$ cat src/rtl/axi_lite_resp_ctrl_pkg.sv
// Shared bridge definitions: AXI response codes, write FSM states and a
// saturating add used by the error counter.
`timescale 1ns/1ps
package axi_lite_resp_ctrl_pkg;

  typedef enum logic [1:0] {
    RESP_OKAY   = 2'b00,
    RESP_EXOKAY = 2'b01,
    RESP_SLVERR = 2'b10,
    RESP_DECERR = 2'b11
  } resp_e;

  typedef enum logic [1:0] {
    W_IDLE   = 2'd0,
    W_WAIT   = 2'd1,
    W_COMMIT = 2'd2,
    W_RESP   = 2'd3
  } wr_state_e;

  function automatic logic [7:0] sat_add8(input logic [7:0] a, input logic [1:0] inc);
    logic [8:0] sum;
    sum = {1'b0, a} + {7'b0, inc};
    return sum[8] ? 8'hFF : sum[7:0];
  endfunction

endpackage

$ cat src/rtl/axi_lite_resp_ctrl_addr_decode.sv
// Combinational address classifier shared by the AW and AR paths.
`timescale 1ns/1ps
module axi_addr_decode #(
  parameter int unsigned ADDR_W    = 8,
  parameter int unsigned N_CH      = 8,
  parameter int unsigned STAT_BASE = 32'h10,
  parameter int unsigned CH_W      = 3
) (
  input  logic [ADDR_W-1:0] addr,
  output logic              data_hit,
  output logic              stat_hit,
  output logic              odd,
  output logic [CH_W-1:0]   ch
);

  localparam logic [ADDR_W-1:0] DATA_END = ADDR_W'(2 * N_CH);
  localparam logic [ADDR_W-1:0] STAT_LO  = ADDR_W'(STAT_BASE);
  localparam logic [ADDR_W-1:0] STAT_HI  = ADDR_W'(STAT_BASE + 2 * N_CH);

  // Data registers win if the status window is ever placed over them.
  always_comb begin
    data_hit = (addr < DATA_END);
    stat_hit = !data_hit && (addr >= STAT_LO) && (addr < STAT_HI);
    odd      = addr[0];
    ch       = addr[CH_W:1];
  end

endmodule

$ cat src/rtl/axi_lite_resp_ctrl.sv
// AXI-Lite response controller: classifies AW/AR addresses, sequences SPI
// data-register commits and keeps a saturating error count.
`timescale 1ns/1ps
module axi_lite_resp_ctrl
  import axi_lite_resp_ctrl_pkg::*;
#(
  parameter  int unsigned ADDR_W    = 8,
  parameter  int unsigned N_CH      = 8,
  parameter  int unsigned STAT_BASE = 32'h10,
  localparam int unsigned CH_W      = (N_CH > 1) ? $clog2(N_CH) : 1
) (
  input  logic              ACLK,
  input  logic              reset,
  input  logic [ADDR_W-1:0] AWADDR,
  input  logic              AWVALID,
  input  logic              AWREADY,
  input  logic [ADDR_W-1:0] ARADDR,
  input  logic              ARVALID,
  input  logic              ARREADY,
  input  logic              BREADY,
  input  logic [N_CH-1:0]   wr_busy,
  input  logic [N_CH-1:0]   rd_valid,
  input  logic              ssq_full,
  input  logic              wr_update_done,
  output logic [1:0]        bresp,
  output logic              bresp_valid,
  output logic [1:0]        rresp,
  output logic [ADDR_W-1:0] wr_slave_addr,
  output logic [CH_W-1:0]   wr_ch,
  output logic              wr_en,
  output logic [ADDR_W-1:0] wr_stat_addr,
  output logic [ADDR_W-1:0] rd_stat_addr,
  output logic [7:0]        err_cnt
);

  // state    | meaning
  // W_IDLE   | accepting one AW handshake
  // W_WAIT   | OKAY write held until the data register update completes
  // W_COMMIT | one-cycle wr_en strobe
  // W_RESP   | bresp_valid until BREADY

  wr_state_e         state_q, state_d;
  resp_e             bresp_q, bresp_d;
  resp_e             rresp_q, rresp_d;
  logic [ADDR_W-1:0] wr_slave_addr_q, wr_slave_addr_d;
  logic [CH_W-1:0]   wr_ch_q, wr_ch_d;
  logic [7:0]        err_cnt_q, err_cnt_d;

  logic aw_data_hit, aw_stat_hit, aw_odd;
  logic ar_data_hit, ar_stat_hit, ar_odd;
  logic [CH_W-1:0] aw_ch, ar_ch;
  logic aw_hs, ar_hs, wr_capture, wr_err, rd_err;
  resp_e wr_cls, rd_cls;

  axi_addr_decode #(
    .ADDR_W(ADDR_W), .N_CH(N_CH), .STAT_BASE(STAT_BASE), .CH_W(CH_W)
  ) u_aw_decode (
    .addr(AWADDR), .data_hit(aw_data_hit), .stat_hit(aw_stat_hit),
    .odd(aw_odd), .ch(aw_ch)
  );

  axi_addr_decode #(
    .ADDR_W(ADDR_W), .N_CH(N_CH), .STAT_BASE(STAT_BASE), .CH_W(CH_W)
  ) u_ar_decode (
    .addr(ARADDR), .data_hit(ar_data_hit), .stat_hit(ar_stat_hit),
    .odd(ar_odd), .ch(ar_ch)
  );

  assign aw_hs        = AWVALID & AWREADY;
  assign ar_hs        = ARVALID & ARREADY;
  assign wr_stat_addr = ADDR_W'(STAT_BASE) + ADDR_W'(AWADDR[4:0]);
  assign rd_stat_addr = ADDR_W'(STAT_BASE) + ADDR_W'(ARADDR[4:0]);

  // Status registers are read-only, so a write there decodes as an error.
  always_comb begin
    wr_cls = RESP_OKAY;
    if (aw_stat_hit || !aw_data_hit || aw_odd)
      wr_cls = RESP_DECERR;
    else if (wr_busy[aw_ch] || ssq_full)
      wr_cls = RESP_SLVERR;
  end

  always_comb begin
    rd_cls = RESP_DECERR;
    if (ar_data_hit && ar_odd)
      rd_cls = rd_valid[ar_ch] ? RESP_OKAY : RESP_EXOKAY;
    else if (ar_stat_hit)
      rd_cls = RESP_OKAY;
  end

  always_ff @(posedge ACLK or posedge reset) begin
    if (reset) state_q <= W_IDLE;
    else       state_q <= state_d;
  end

  always_comb begin
    state_d = state_q;
    case (state_q)
      W_IDLE:   if (aw_hs) state_d = (wr_cls == RESP_OKAY) ? W_WAIT : W_RESP;
      W_WAIT:   if (wr_update_done) state_d = W_COMMIT;
      W_COMMIT: state_d = W_RESP;
      W_RESP:   if (BREADY) state_d = W_IDLE;
      default:  state_d = W_IDLE;
    endcase
  end

  // Decoded from state so an async reset drops wr_en immediately.
  always_comb begin
    wr_en       = (state_q == W_COMMIT);
    bresp_valid = (state_q == W_RESP);
  end

  always_comb begin
    wr_capture      = (state_q == W_IDLE) && aw_hs;
    wr_err          = wr_capture && (wr_cls != RESP_OKAY);
    rd_err          = ar_hs && (rd_cls == RESP_DECERR);
    bresp_d         = wr_capture ? wr_cls : bresp_q;
    rresp_d         = ar_hs ? rd_cls : rresp_q;
    wr_slave_addr_d = wr_slave_addr_q;
    wr_ch_d         = wr_ch_q;
    if (wr_capture && (wr_cls == RESP_OKAY)) begin
      wr_slave_addr_d = AWADDR;
      wr_ch_d         = aw_ch;
    end
    err_cnt_d = sat_add8(err_cnt_q, {1'b0, wr_err} + {1'b0, rd_err});
  end

  always_ff @(posedge ACLK or posedge reset) begin
    if (reset) begin
      bresp_q         <= RESP_OKAY;
      rresp_q         <= RESP_OKAY;
      wr_slave_addr_q <= '0;
      wr_ch_q         <= '0;
      err_cnt_q       <= '0;
    end else begin
      bresp_q         <= bresp_d;
      rresp_q         <= rresp_d;
      wr_slave_addr_q <= wr_slave_addr_d;
      wr_ch_q         <= wr_ch_d;
      err_cnt_q       <= err_cnt_d;
    end
  end

  assign bresp         = bresp_q;
  assign rresp         = rresp_q;
  assign wr_slave_addr = wr_slave_addr_q;
  assign wr_ch         = wr_ch_q;
  assign err_cnt       = err_cnt_q;

endmodule

$ cat config.mk
export PLATFORM = sky130hd
export DESIGN_NAME = axi_lite_resp_ctrl
export DESIGN_NICKNAME = d
export VERILOG_FILES = /design/src/rtl/axi_lite_resp_ctrl_pkg.sv /design/src/rtl/axi_lite_resp_ctrl_addr_decode.sv /design/src/rtl/axi_lite_resp_ctrl.sv
export SDC_FILE = /design/constraint.sdc
export NUM_CORES = 1
export LEC_CHECK = 0
export CELL_PAD_IN_SITES_DETAIL_PLACEMENT = 1
export CELL_PAD_IN_SITES_GLOBAL_PLACEMENT = 2
export CORE_MARGIN = 2
export CORE_UTILIZATION = 18
export DETAILED_ROUTE_END_ITERATION = 7
export GPL_TIMING_DRIVEN = 0
export HOLD_SLACK_MARGIN = 0.12
export PLACE_DENSITY_LB_ADDON = 0.15
export SLEW_MARGIN = 20
export SYNTH_ARGS = -nofsm -noshare
export SYNTH_HDL_FRONTEND = slang
export SYNTH_SLANG_ARGS = --single-unit
$ cat constraint.sdc
create_clock -name ACLK -period 2.3 [get_ports ACLK]
set_clock_uncertainty 0.2 [all_clocks]
set_input_delay 0.23 -clock ACLK [delete_from_list [all_inputs] [get_ports ACLK]]
set_output_delay 0.23 -clock ACLK [all_outputs]
set_load 0.02 [all_outputs]
==> results.sh, run 1 <==
export IMPL_status="finished with violations"
export IMPL_failed_checks="setup timing"
export IMPL_path_clk_slew_ns=0.09
export IMPL_hold_ws_ns=0.113
export IMPL_drt_total_wl_um=4110
export IMPL_drt_antenna_violating_nets=0
export IMPL_report_final_slew_viol_count=0
export IMPL_design_core_area_um2=7180
export IMPL_start_util_pct=18.4
export IMPL_clock_root_buffer="clkbuf_8"
export IMPL_power_density_nw_per_um2=740
export IMPL_power_switching_w=0.000661
export IMPL_avgSynthCellArea_um2=10.3
export IMPL_start_kind="input pin"
export IMPL_critPathRequiredTime_ns=2.26
export IMPL_hold_class="in2reg"
export IMPL_clkLatencyLatePin_ns=0.26
export IMPL_layout_setup_ws_ns=-0.0555
export IMPL_synthToLayoutAreaGrowth_pct=92.8
export IMPL_endpoint_kind="register"
export IMPL_timing_fmax_mhz=425
export IMPL_syn_inst=129
export IMPL_grt_pass1_vias=1503
export IMPL_multi_input_area_um2=753
export IMPL_antenna_cells=0
export IMPL_place_congestion=0.663
export IMPL_cp_max_fo=6
export IMPL_criticalPathCategory="in2reg"
export IMPL_placed_area_um2=2280
export IMPL_cts_buffers=3
export IMPL_p_sw_share_pct=35.0
export IMPL_drtPass1Iterations=4
export IMPL_die_area_um2=8050
export IMPL_hold_viol=0
export IMPL_fin_crit_sh_pct=102
export IMPL_rows=31
export IMPL_critPathArrivalTime_ns=2.31
export IMPL_drive_above_1_share_pct=34.5
export IMPL_overflow=0
export IMPL_setup_viol=8
export IMPL_netlist_area_um2=1320
export IMPL_leakage_nw=1.17
export IMPL_drtIter0Drc=42
export IMPL_num_vias=1300
export IMPL_fillCellCount=829
export IMPL_tightestPinTransition_ns=0.881
export IMPL_ys_seq_area_share_pct=41.6
export IMPL_cts_htree_levels=1
export IMPL_ir_worst_vdd_mv=0.261
export IMPL_ys_warn_count=0
export IMPL_grt_max_degree=23
export IMPL_clkPwrFrac_pct=19.3
export IMPL_io_pins=82
export IMPL_grt_pass1_wl_um=6890
export IMPL_maxCapViolCount=0
export IMPL_antenna_found_initial=0
export IMPL_nNetsFinal=277
export IMPL_synth_cell_types=34
export IMPL_tns_ns=-0.361
export IMPL_rsz0062_at_grt="true"
export IMPL_synth_seq_cells=22
export IMPL_maxSlewHeadroom_pct=41.2
export IMPL_p_int_w=0.00123
export IMPL_place_hpwl_um=3190
export IMPL_ff_latch_area_um2=551
export IMPL_viasPerCell=3.96
export IMPL_wl_per_cell_um=12.5
export IMPL_post_route_min_period_ns=2.36
export IMPL_drc=0
export IMPL_seqPwrFrac_pct=30.7
export IMPL_cts_tree="done"
export IMPL_die_h_um=89.7
export IMPL_grtUsageTotal_pct=10.3
export IMPL_combPwrFrac_pct=50.0
export IMPL_clkSinkCount=22
export IMPL_cts_buffer_depth=2
export IMPL_io_buffers=76
export IMPL_final_area_um2=2550
export IMPL_die_x_um=89.7
[final timing paths]
check | start | to | slack (ns) | cells past startpoint
worst max-delay path | AWADDR[5] | err_cnt[4] | -0.06 | 11
worst min-delay path | AWADDR[1] | wr_slave_addr[1] | 0.11 | 2
worst min register to register | bresp[1] | bresp[1] | 0.28 | 2
min in group asynchronous | reset | state_q[0] | 0.25 | 2
max in group asynchronous | reset | wr_slave_addr[2] | 1.10 | 2
worst max register to register | state_q[0] | err_cnt[4] | 0.05 | 10
[placed cells by master (no fill, tap or decap), types with 2 or more instances in the layout]
cell / count
clkbuf_8: 3
clkbuf_2: 3
ha_4: 2
inv_2: 3
or4_4: 2
buf_6: 2
dlymetal6s2s_1: 4
dfrtp_1: 22
o21ai_0: 6
nand2_1: 12
and2_2: 5
buf_4: 31
ha_1: 3
nor2b_1: 2
clkdlybuf4s50_1: 64
xor2_1: 2
conb_1: 4
inv_1: 7
mux2_4: 3
nand2_2: 2
dlygate4sd3_1: 2
mux4_2: 2
dlygate4sd2_1: 2
nor2_1: 3
nand3_4: 2
nand3_1: 2
mux2i_1: 6
nand3_2: 3
buf_2: 3
[layout make-up]
type / instances / share of cell area [%]
clock inverters: 1 / 1.18
flip-flops and latches: 22 / 21.6
well taps: 99 / 4.86
repair buffers: 93 / 34.5
multi-input cells: 82 / 29.5
clock buffers: 3 / 1.62
inverters: 10 / 1.47
plain buffers: 18 / 5.20
[synthesized netlist by cell type]
cell type / n / share of area, %
a21oi_1: 2 / 0.76
and3_1: 1 / 0.47
or2_2: 1 / 0.47
xor2_1: 3 / 2.0
a22oi_1: 1 / 0.57
o21ai_0: 6 / 2.3
nor3_1: 2 / 0.76
nor2b_1: 3 / 1.4
clkbuf_1: 1 / 0.28
xnor2_1: 1 / 0.66
a31o_4: 1 / 1.3
inv_1: 10 / 2.8
and4_1: 1 / 0.66
buf_4: 17 / 9.6
nand2_1: 14 / 4.0
fa_1: 1 / 1.5
and2_1: 1 / 0.47
or4_4: 2 / 1.7
mux2i_1: 6 / 4.5
nand3_1: 7 / 2.6
or3_2: 1 / 0.57
ha_1: 5 / 4.7
nand2b_1: 1 / 0.47
nor2_1: 3 / 0.85
a222oi_1: 1 / 0.76
and2_2: 5 / 2.8
mux2_4: 3 / 3.4
nand4_1: 1 / 0.47
conb_1: 1 / 0.28
nand3b_1: 1 / 0.57
mux4_2: 2 / 3.4
o211ai_1: 1 / 0.57
dfrtp_1: 22 / 42
a31oi_1: 1 / 0.47
[layer usage]
layer | track usage [%] | vias up | wire [µm]
met5 | 0 | - | 0
met4 | 4.10 | 0 | 76
met3 | 2.77 | 4 | 276
met2 | 18.9 | 47 | 2120
met1 | 11.2 | 633 | 1630
li1 | - | 616 | -
[flip-flops by register name (all words and copies together) (netlist names)]
register	cells
err_cnt	8
wr_slave_addr	8
bresp	2
rresp	2
state_q	2
[cell families after synthesis]
kind of cell    after synthesis  share of synthesized area [%]
simple gates                 44                           18.4
fa+ha+maj                     6                           6.24
xor+xnor                      4                           2.65
compound gates               13                           6.72
other cells                   1                          0.284
mux                          11                           11.4
flops                        22                           41.6
buf+inv                      28                           12.8
[metrics by stage]
stage | utilization, % | setup slack (ns) | power (W) | cells
final | 35.5 | -0.0555 | 0.00189 | 328
after global routing | 35.5 | -0.133 | 0.00203 | 328
after floorplan | - | -0.0888 | 0.00100 | 132
after global placement | 31.7 | -0.670 | 0.00134 | 307
after CTS | 33.6 | -0.0794 | 0.00180 | 316
after detailed placement | 31.7 | -0.703 | 0.00137 | 307
[worst max-delay path: stages]
cell	delay, ns
buf_6	0.09
or4_4	0.53
or3_4	0.35
a31oi_4	0.17
or2_4	0.15
fa_2	0.23
inv_2	0.05
ha_4	0.17
and2_4	0.15
nand3_4	0.12
nand2_2	0.07
[timing repair]
| item | in CTS | in global routing |
|---|---|---|
| buffers inserted | 4 | 11 |
| hold buffers | 1 | 1 |
| gates resized for setup | 27 | 18 |
| setup endpoints to repair | 16 | 8 |
| pin swaps | 7 | 10 |
| hold endpoints to repair | 1 | 1 |
[power by group through the flow]
stage	Clock [W]	Combinational [W]	Sequential [W]
global route	0.000395	0.00103	0.000601
global placement	0	0.000762	0.000576
floorplan	0	0.000343	0.000658
finish	0.000364	0.000943	0.000580
detailed placement	0	0.000781	0.000586
CTS	0.000380	0.000846	0.000578
Power figures use the tool's default switching activity.
==> inputs of run 2 (changes only) <==
--- a/config.mk
+++ b/config.mk
@@ -5,10 +5,11 @@
 export SDC_FILE = /design/constraint.sdc
 export NUM_CORES = 1
 export LEC_CHECK = 0
+export ABC_AREA = 1
 export CELL_PAD_IN_SITES_DETAIL_PLACEMENT = 1
 export CELL_PAD_IN_SITES_GLOBAL_PLACEMENT = 2
 export CORE_MARGIN = 2
-export CORE_UTILIZATION = 18
+export CORE_UTILIZATION = 19
 export DETAILED_ROUTE_END_ITERATION = 7
 export GPL_TIMING_DRIVEN = 0
 export HOLD_SLACK_MARGIN = 0.12
@@ -16,4 +17,5 @@
 export SLEW_MARGIN = 20
 export SYNTH_ARGS = -nofsm -noshare
 export SYNTH_HDL_FRONTEND = slang
+export SYNTH_HIERARCHICAL = 1
 export SYNTH_SLANG_ARGS = --single-unit
==> run 2 against run 1 <==
The run still ends with setup timing left. Hold slack gained 0.010 ns. Power grew 0.18%. Setup slack lost 0.074 ns. Sequential cell count grew 3. Utilization shrank 2.7 points. Sequential share of layout area grew 0.49 points. Clock-buffer cell count is the same. Sequential power grew 6.7%. Die area grew 19%. Critical path type is now reg2reg. Critical endpoint is now err_cnt[5]. Largest cell class unchanged. Highest routed layer unchanged.
==> results.sh, run 2 <==
export IMPL_endpoint_kind="register"
export IMPL_yosysTopAreaCell="dfrtp_1"
export IMPL_antenna_cells=0
export IMPL_io_buffers=73
export IMPL_ys_flop_type="dfrtp_1"
export IMPL_io_pins=82
export IMPL_clock_root_buffer="clkbuf_8"
export IMPL_nNetsFinal=374
export IMPL_final_common_cell="clkdlybuf4s50_1"
export IMPL_fin_crit_sh_pct=106
export IMPL_tightestPinTransition_ns=0.571
export IMPL_grt_pass1_wl_um=8350
export IMPL_cts_htree_levels=1
export IMPL_synthToLayoutAreaGrowth_pct=68.8
export IMPL_rsz0062_at_grt="true"
export IMPL_drt_total_wl_um=5110
export IMPL_tns_ns=-0.775
export IMPL_netlist_area_um2=1680
export IMPL_drive_above_1_share_pct=20.6
export IMPL_grtUsageTotal_pct=10.6
export IMPL_wl_met1_um=2150
export IMPL_maxSlewHeadroom_pct=61.9
export IMPL_met3_length_um=333
export IMPL_synth_async_sr_flop_share_pct=100
export IMPL_layout_setup_ws_ns=-0.130
export IMPL_hold_class="in2reg"
export IMPL_ys_seq_area_share_pct=37.3
export IMPL_ff_latch_area_um2=626
export IMPL_cp_max_fo=6
export IMPL_rows=34
export IMPL_ys_warn_count=6
export IMPL_cts_buffer_depth=2
export IMPL_placed_area_um2=2620
export IMPL_post_route_min_period_ns=2.43
export IMPL_hold_viol=0
export IMPL_drc=0
export IMPL_clkLatencyLatePin_ns=0.27
export IMPL_start_util_pct=19.4
export IMPL_avgSynthCellArea_um2=7.30
export IMPL_clkSinkCount=25
export IMPL_post_synth_top_count_cell="nand2_1"
export IMPL_synth_top_area_share_pct=37.3
export IMPL_grt_max_degree=26
export IMPL_setup_viol=8
export IMPL_status="finished with violations"
export IMPL_maxCapViolCount=0
export IMPL_grt_pass1_vias=1733
export IMPL_power_density_nw_per_um2=667
export IMPL_syn_inst=230
export IMPL_design_core_area_um2=8640
export IMPL_synth_edf_count=0
export IMPL_critPathRequiredTime_ns=2.31
export IMPL_synth_area_leaders="dfrtp_1 37%, nand2_1 15%, buf_4 11%, inv_1 8.5%, ha_1 4.5%"
export IMPL_power_total_w=0.00189
export IMPL_wl_per_cell_um=11.8
export IMPL_antenna_found_initial=0
export IMPL_die_area_um2=9600
export IMPL_path_clk_slew_ns=0.09
export IMPL_drtPass1Iterations=3
export IMPL_num_vias=1707
export IMPL_wl_met2_um=2570
export IMPL_synth_cell_types=25
export IMPL_layout_common_cells="66 x clkdlybuf4s50_1, 65 x nand2_1, 34 x buf_4"
export IMPL_fillCellCount=1050
export IMPL_top_layer_used="met4"
export IMPL_overflow=0
export IMPL_failed_checks="setup timing"
export IMPL_critPathArrivalTime_ns=2.44
export IMPL_multi_input_area_um2=815
export IMPL_ys_top_cells_by_count="69 x nand2_1, 38 x inv_1, 25 x dfrtp_1"
export IMPL_final_util_pct=32.8
export IMPL_timing_fmax_mhz=412
export IMPL_cts_tree="done"
export IMPL_die_x_um=98.0
export IMPL_criticalPathCategory="reg2reg"
export IMPL_ir_worst_vdd_mv=0.360
export IMPL_report_final_slew_viol_count=0
export IMPL_final_area_um2=2830
export IMPL_cts_buffers=3
export IMPL_start_kind="register"
export IMPL_place_hpwl_um=3940
export IMPL_die_h_um=98.0
export IMPL_place_congestion=0.713
export IMPL_synth_seq_cells=25
export IMPL_drt_antenna_violating_nets=0
export IMPL_leakage_nw=1.48
export IMPL_viasPerCell=3.94
export IMPL_drtIter0Drc=47
-- run 2: area by class of cell --
| type | instances | share of cell area (%) |
|---|---|---|
| inverter | 39 | 5.17 |
| clock inverter | 1 | 0.177 |
| timing repair buffer | 88 | 30.3 |
| tap | 108 | 4.77 |
| clock buffer | 3 | 1.46 |
| buffer | 26 | 7.28 |
| sequential | 25 | 22.1 |
| multi-input combinational | 143 | 28.7 |
-- run 2: critical path: stages (launching register included) --
cell and delay, ns:
dfrtp_1 0.40, inv_2 0.09, ha_4 0.14, inv_2 0.04, nor3_4 0.15, buf_6 0.14
nand2_4 0.05, fa_2 0.38, inv_2 0.08, ha_4 0.14, nand2_4 0.07, nor3_4 0.23
nand3_4 0.16, nand3_2 0.11
-- run 2: report_power, final --
group / switching, W / total [W] / internal (W)
sequential: 0.0000820 / 0.000619 / 0.000537
clock: 0.000150 / 0.000271 / 0.000121
combinational: 0.000509 / 0.00100 / 0.000491
-- run 2: worst paths after layout --
kind / startpoint / slack [ns] / end / depth (start not counted)
max: state_q[0] / -0.13 / err_cnt[5] / 13
min: ARADDR[0] / 0.12 / rresp[1] / 4
max reg2reg: state_q[0] / -0.13 / err_cnt[5] / 13
min reg2reg: wr_slave_addr[4] / 0.28 / wr_slave_addr[4] / 2
max in group asynchronous: reset / 1.39 / err_cnt[0] / 2
min in group asynchronous: reset / 0.13 / state_q[0] / 2
-- run 2: cell families (layout without fill, tap and decap cells) --
family | Yosys count | in the layout | share of synthesized area [%]
buffers and inverters | 65 | 157 | 20.4
AND/OR/NAND/NOR | 119 | 119 | 31.8
AO/OA/AOI/OAI | 13 | 13 | 4.62
other | 1 | 4 | 0.223
flip-flops | 25 | 25 | 37.3
adder cells (fa/ha/maj) | 7 | 7 | 5.66
-- run 2: what timing repair did --
action / 4_1_cts / 5_1_grt
setup endpoints to repair: 8 / 8
gates cloned: 0 / 0
setup buffers: 8 / 3
hold endpoints to repair: 0 / 4
pin swaps: 10 / 12
resized for setup: 8 / 9
hold buffers: 0 / 4
-- run 2: routing by layer --
layer  vias up  global-route usage, %
li1        874                      -
met1       782                   13.0
met2        49                   18.4
met3         2                   2.08
met4         0                   3.85
met5         -                      0
-- run 2: stage by stage --
| stage | hold WS, ns | worst slack [ns] | instances |
|---|---|---|---|
| after floorplan | 0.0573 | -0.0918 | 233 |
| after global placement | 0.253 | -0.638 | 414 |
| after detailed placement | 0.267 | -0.666 | 414 |
| after CTS | 0.124 | -0.140 | 426 |
| after global routing | 0.166 | -0.258 | 433 |
| final | 0.123 | -0.130 | 433 |
==> inputs of run 3 (changes only) <==
--- a/config.mk
+++ b/config.mk
@@ -6,6 +6,7 @@
 export NUM_CORES = 1
 export LEC_CHECK = 0
 export ABC_AREA = 1
+export ABC_CLOCK_PERIOD_IN_PS = 2300
 export CELL_PAD_IN_SITES_DETAIL_PLACEMENT = 1
 export CELL_PAD_IN_SITES_GLOBAL_PLACEMENT = 2
 export CORE_MARGIN = 2
==> results of run 3 <==
The final DEF is identical to that of run 2; final timing and power are the same.
